File: config.mk
export PLATFORM = sky130hd
export DESIGN_NAME = mult_seq_ctrl
export DESIGN_NICKNAME = d
export VERILOG_FILES = /design/src/rtl/mult_seq_ctrl.sv
export SDC_FILE = /design/constraint.sdc
export NUM_CORES = 1
export LEC_CHECK = 0
export ABC_AREA = 1
export BUFFER_PORTS_ARGS = -buffer_cell sky130_fd_sc_hd__buf_2
export CORE_AREA = 4 4 41 43
export DETAILED_ROUTE_END_ITERATION = 6
export DIE_AREA = 0 0 45 47
export PLACE_DENSITY = 0.73
export SLEW_MARGIN = 20
export SYNTH_ARGS = -nofsm -noshare
export SYNTH_HDL_FRONTEND = slang
export SYNTH_SLANG_ARGS = --single-unit
File: constraint.sdc
create_clock -name clk -period 1.3 [get_ports clk]
set_clock_uncertainty 0.2 [all_clocks]
set_input_delay 0.195 -clock clk [delete_from_list [all_inputs] [get_ports clk]]
set_output_delay 0.195 -clock clk [all_outputs]
set_load 0.02 [all_outputs]
File: src/rtl/mult_seq_ctrl.sv
// Sequencer for the shift-add multiplier datapath: LOAD, then WIDTH ADD/SHIFT pairs, then DONE until ack.
// Optional abort input when MULT_SEQ_ABORT_EN is defined.
//
// state | meaning
// IDLE  | ready for start
// LOAD  | load Areg/Breg, clear Preg
// ADD   | conditional Preg += Breg on a_lsb
// SHIFT | shift {carry,Preg,Areg} right, advance iteration
// DONE  | result valid, wait for ack
module mult_seq_ctrl #(
    parameter int WIDTH = 4,
    localparam int CNT_W = $clog2(WIDTH)
) (
    input  logic             clk,
    input  logic             rst,
    input  logic             start,
    input  logic             a_lsb,
    input  logic             ack,
`ifdef MULT_SEQ_ABORT_EN
    input  logic             abort,
`endif
    output logic             ready,
    output logic             ld_ab,
    output logic             clr_p,
    output logic             ld_p,
    output logic             sh,
    output logic             done,
    output logic [4:0]       ps,
    output logic [CNT_W-1:0] iter
);

    typedef enum logic [4:0] {
        S_IDLE  = 5'b00001,
        S_LOAD  = 5'b00010,
        S_ADD   = 5'b00100,
        S_SHIFT = 5'b01000,
        S_DONE  = 5'b10000
    } state_t;

    localparam logic [CNT_W-1:0] ITER_LAST = CNT_W'(WIDTH - 1);

    state_t           ps_q, ps_d;
    logic [CNT_W-1:0] iter_q, iter_d;
    logic [4:0]       ps_bits;

    always_comb begin
        ps_d   = S_IDLE;
        iter_d = iter_q;
        case (ps_q)
            S_IDLE:  ps_d = start ? S_LOAD : S_IDLE;
            S_LOAD: begin
                ps_d   = S_ADD;
                iter_d = '0;
            end
            S_ADD:   ps_d = S_SHIFT;
            S_SHIFT: begin
                if (iter_q == ITER_LAST) begin
                    ps_d   = S_DONE;
                    iter_d = '0;
                end else begin
                    ps_d   = S_ADD;
                    iter_d = iter_q + CNT_W'(1);
                end
            end
            S_DONE:  ps_d = ack ? S_IDLE : S_DONE;
            default: begin
                ps_d   = S_IDLE;
                iter_d = '0;
            end
        endcase
`ifdef MULT_SEQ_ABORT_EN
        // abort wins over every busy-state transition, including SHIFT->DONE
        if (abort && (ps_q == S_LOAD || ps_q == S_ADD || ps_q == S_SHIFT)) begin
            ps_d   = S_IDLE;
            iter_d = '0;
        end
`endif
    end

    always_ff @(posedge clk or negedge rst) begin
        if (!rst) begin
            ps_q   <= S_IDLE;
            iter_q <= '0;
        end else begin
            ps_q   <= ps_d;
            iter_q <= iter_d;
        end
    end

    assign ps_bits = ps_q;
    assign ps      = ps_bits;
    assign iter    = iter_q;
    assign ready   = ps_bits[0];
    assign ld_ab   = ps_bits[1];
    assign clr_p   = ps_bits[1];
    assign ld_p    = ps_bits[2] & a_lsb;
    assign sh      = ps_bits[3];
    assign done    = ps_bits[4];

endmodule

==> flow_summary.ini <==
[place]
dp_slack_ns = -0.0273
io_buffers = 17
place.gp.congestion = 0.782
dpl.cell_count = 81
place_hpwl_um = 700

[floorplanning]
die_y_um = 47
io_pins = 18
std_cell_rows = 13
fp.dieW_um = 45
coreArea_mm2 = 0.00130
dieArea_mm2 = 0.00212
initial_core_util_pct = 34.1

[cts]
tritoncts = built
cts_buffer_depth = 2
cts_sinks = 7
path_clk_slew_ns = 0.05
clk_latency_ns = 0.25
clockRootBuffer = clkbuf_4
cts_buffers = 3
htreeDepth = 1

[final_layout]
final_cells = 92
n_fill_cell = 119
final_net_count = 84
antenna_cells = 0
area_growth_pct = 56.1
fin_util_pct = 53.3
drive_gt1_share_pct = 61.0

[sta]
slew_viol_final = 0
setup_ws_ns = -0.0823
setup_violations = 8
worst_pin_slew_ns = 0.183
rsz0062_at_grt = yes
slew_headroom_pct = 87.8
finalSetupTns_ns = -0.396
layout_min_cycle_time_ns = 1.38
fmax_mhz = 723
fin_crit_sh_pct = 106
hold_viol_final = 0

[grt]
overflow = 0
grt_util_all_layers_pct = 11.2
grt_start_max_net_pins = 8
grt_pass1_vias = 378
grt_antenna_before_repair = 0
grt_first_pass_wirelength_um = 1590

[pwr]
power_frac_comb_pct = 53.5
p_clk_share_pct = 16.2
sw_frac_of_total_pct = 45.5
p_int_w = 0.000665
peakVddDrop_mv = 0.725
pwr_density_cell_mw_per_mm2 = 1760
seq_power_share_pct = 30.4
power.total_w = 0.00122
power.leakage_nw = 0.373
switching_power_w = 0.000555

[detailed_routing]
wirelength_um = 981
num_vias = 420
firstDrtPassIters = 2
drt_iter0_drc = 3
routedWlPerCell_um = 10.7
drcViolationCount = 0
detail-route-antenna-nets = 0
via_per_inst = 4.57

[setup_path]
worstPathRequired_ns = 0.90
cp_max_fo = 4
end_kind = output pin
worstSetupPathType = reg -> out
path_cells = buf_6
cpLargestDelayFamily = flip-flops
max_stage_delay_ns = 0.60
arrival_ns = 0.99
timing.critical_path.buf_inv = 1
critPathSlowestCell = dfstp_2
critical_path.startpoint_type = flop

[logic_synthesis]
synth_area_leader_cell = dfrtp_1
synth_nets = 59
ys_ff_latch = 7
synthTopCellsByArea = dfrtp_1, nand2_1, buf_4, nor2_4, nand3_2
synth.distinct_cells = 16
yosysTopAreaCellShare_pct = 33.8
synthCells = 53
yosys_warnings = 0
netlist_area_um2 = 444
postSynthAreaPerCell_um2 = 8.38
yosysSeqAreaShare_pct = 39.7

[run_status]
violations = negative setup slack
status = finished with violations

[job]
cap_viol_max_count = 0

[hold_path]
hold_path_class = in -> async
[cell families (layout without fill, tap and decap cells)]
| logic type | count (synthesis) | count (layout) | share of synthesized area, % |
|---|---|---|---|
| adder cells (fa/ha/maj) | 1 | 1 | 2.82 |
| AND/OR/NAND/NOR | 28 | 28 | 35.5 |
| buffers and inverters | 14 | 38 | 16.1 |
| AO/OA/AOI/OAI | 3 | 3 | 5.91 |
| flip-flops | 7 | 7 | 39.7 |
[repair_timing]
item                                    CTS  global route
endpoints found under the hold margin    10             0
resized for setup                        12            16
pin swaps                                 1             3
setup buffers                             4             0
hold buffers                              3             0
endpoints found under the setup margin   12            14
[synthesized netlist by cell type]
cell type,instances
o22ai_2,1
o21ai_0,1
inv_1,6
dfrtp_1,6
nand3_2,3
nand2_1,11
nor2_4,3
nand4_1,1
buf_4,5
o21ai_2,1
dfstp_2,1
ha_1,1
nor2_2,2
nand3_1,3
nor2_1,5
inv_2,3
[metrics by stage]
stage	hold WS [ns]	cell area, um2
floorplan	-0.301	449
global placement	-0.166	523
detailed placement	-0.165	523
CTS	0.0897	647
global route	0.114	693
finish	0.0955	693
[per-layer routing]
layer	share of wire [%]	up-vias	global-route usage (%)
li1	-	208	-
met4	1.7	0	8.77
met5	0	-	0
met2	51	13	17.2
met1	41	197	13.6
met3	5.7	2	2.30
[worst paths after layout]
check                        start  endpoint  slack [ns]  cells after the start
setup reg to reg             ps[0]     ps[0]       -0.07                      7
min in group clk           iter[1]   iter[1]        0.31                      2
setup / recovery             ps[0]     ready       -0.08                      1
max in group asynchronous      rst     ps[0]        0.58                      2
hold reg to reg            iter[1]   iter[1]        0.31                      2
hold / removal                 rst     ps[4]         0.1                      2
[cells in the final DEF, fill, tap and decap left out]
cell type,count
nand2_1,11
buf_6,11
buf_2,10
nor2_1,5
inv_1,4
nand3_2,4
inv_2,3
nor2_4,3
clkbuf_4,3
dlygate4sd3_1,3
dfrtp_1,3
dfrtp_2,3
nor2_2,2
inv_6,1
inv_4,1
nand3_4,1
o21ai_1,1
nand3_1,1
nand4_1,1
o21ai_2,1
o22ai_2,1
ha_1,1
clkinv_2,1
dfstp_2,1
buf_4,1
[sequential cells by signal, indices dropped and copies added (netlist names)]
signal	flops
iter	2
ps	5
[power groups by stage]
| stage | clock network (W) | registers (W) | logic (W) |
|---|---|---|---|
| after floorplan | 0 | 0.000413 | 0.000396 |
| after global placement | 0 | 0.000355 | 0.000532 |
| after detailed placement | 0 | 0.000360 | 0.000542 |
| after CTS | 0.000207 | 0.000366 | 0.000615 |
| after global routing | 0.000220 | 0.000382 | 0.000706 |
| final | 0.000197 | 0.000370 | 0.000652 |
[area by class of cell]
class	instances	area [um2]	area share, %
clock buffer	3	22.5	3.25
clock inverter	1	5.00	0.722
inverter	9	41.3	5.96
multi-input combinational	32	214	30.9
sequential	7	180	26.0
tap	15	18.8	2.71
timing repair buffer	25	211	30.5
Power figures use the tool's default switching activity.
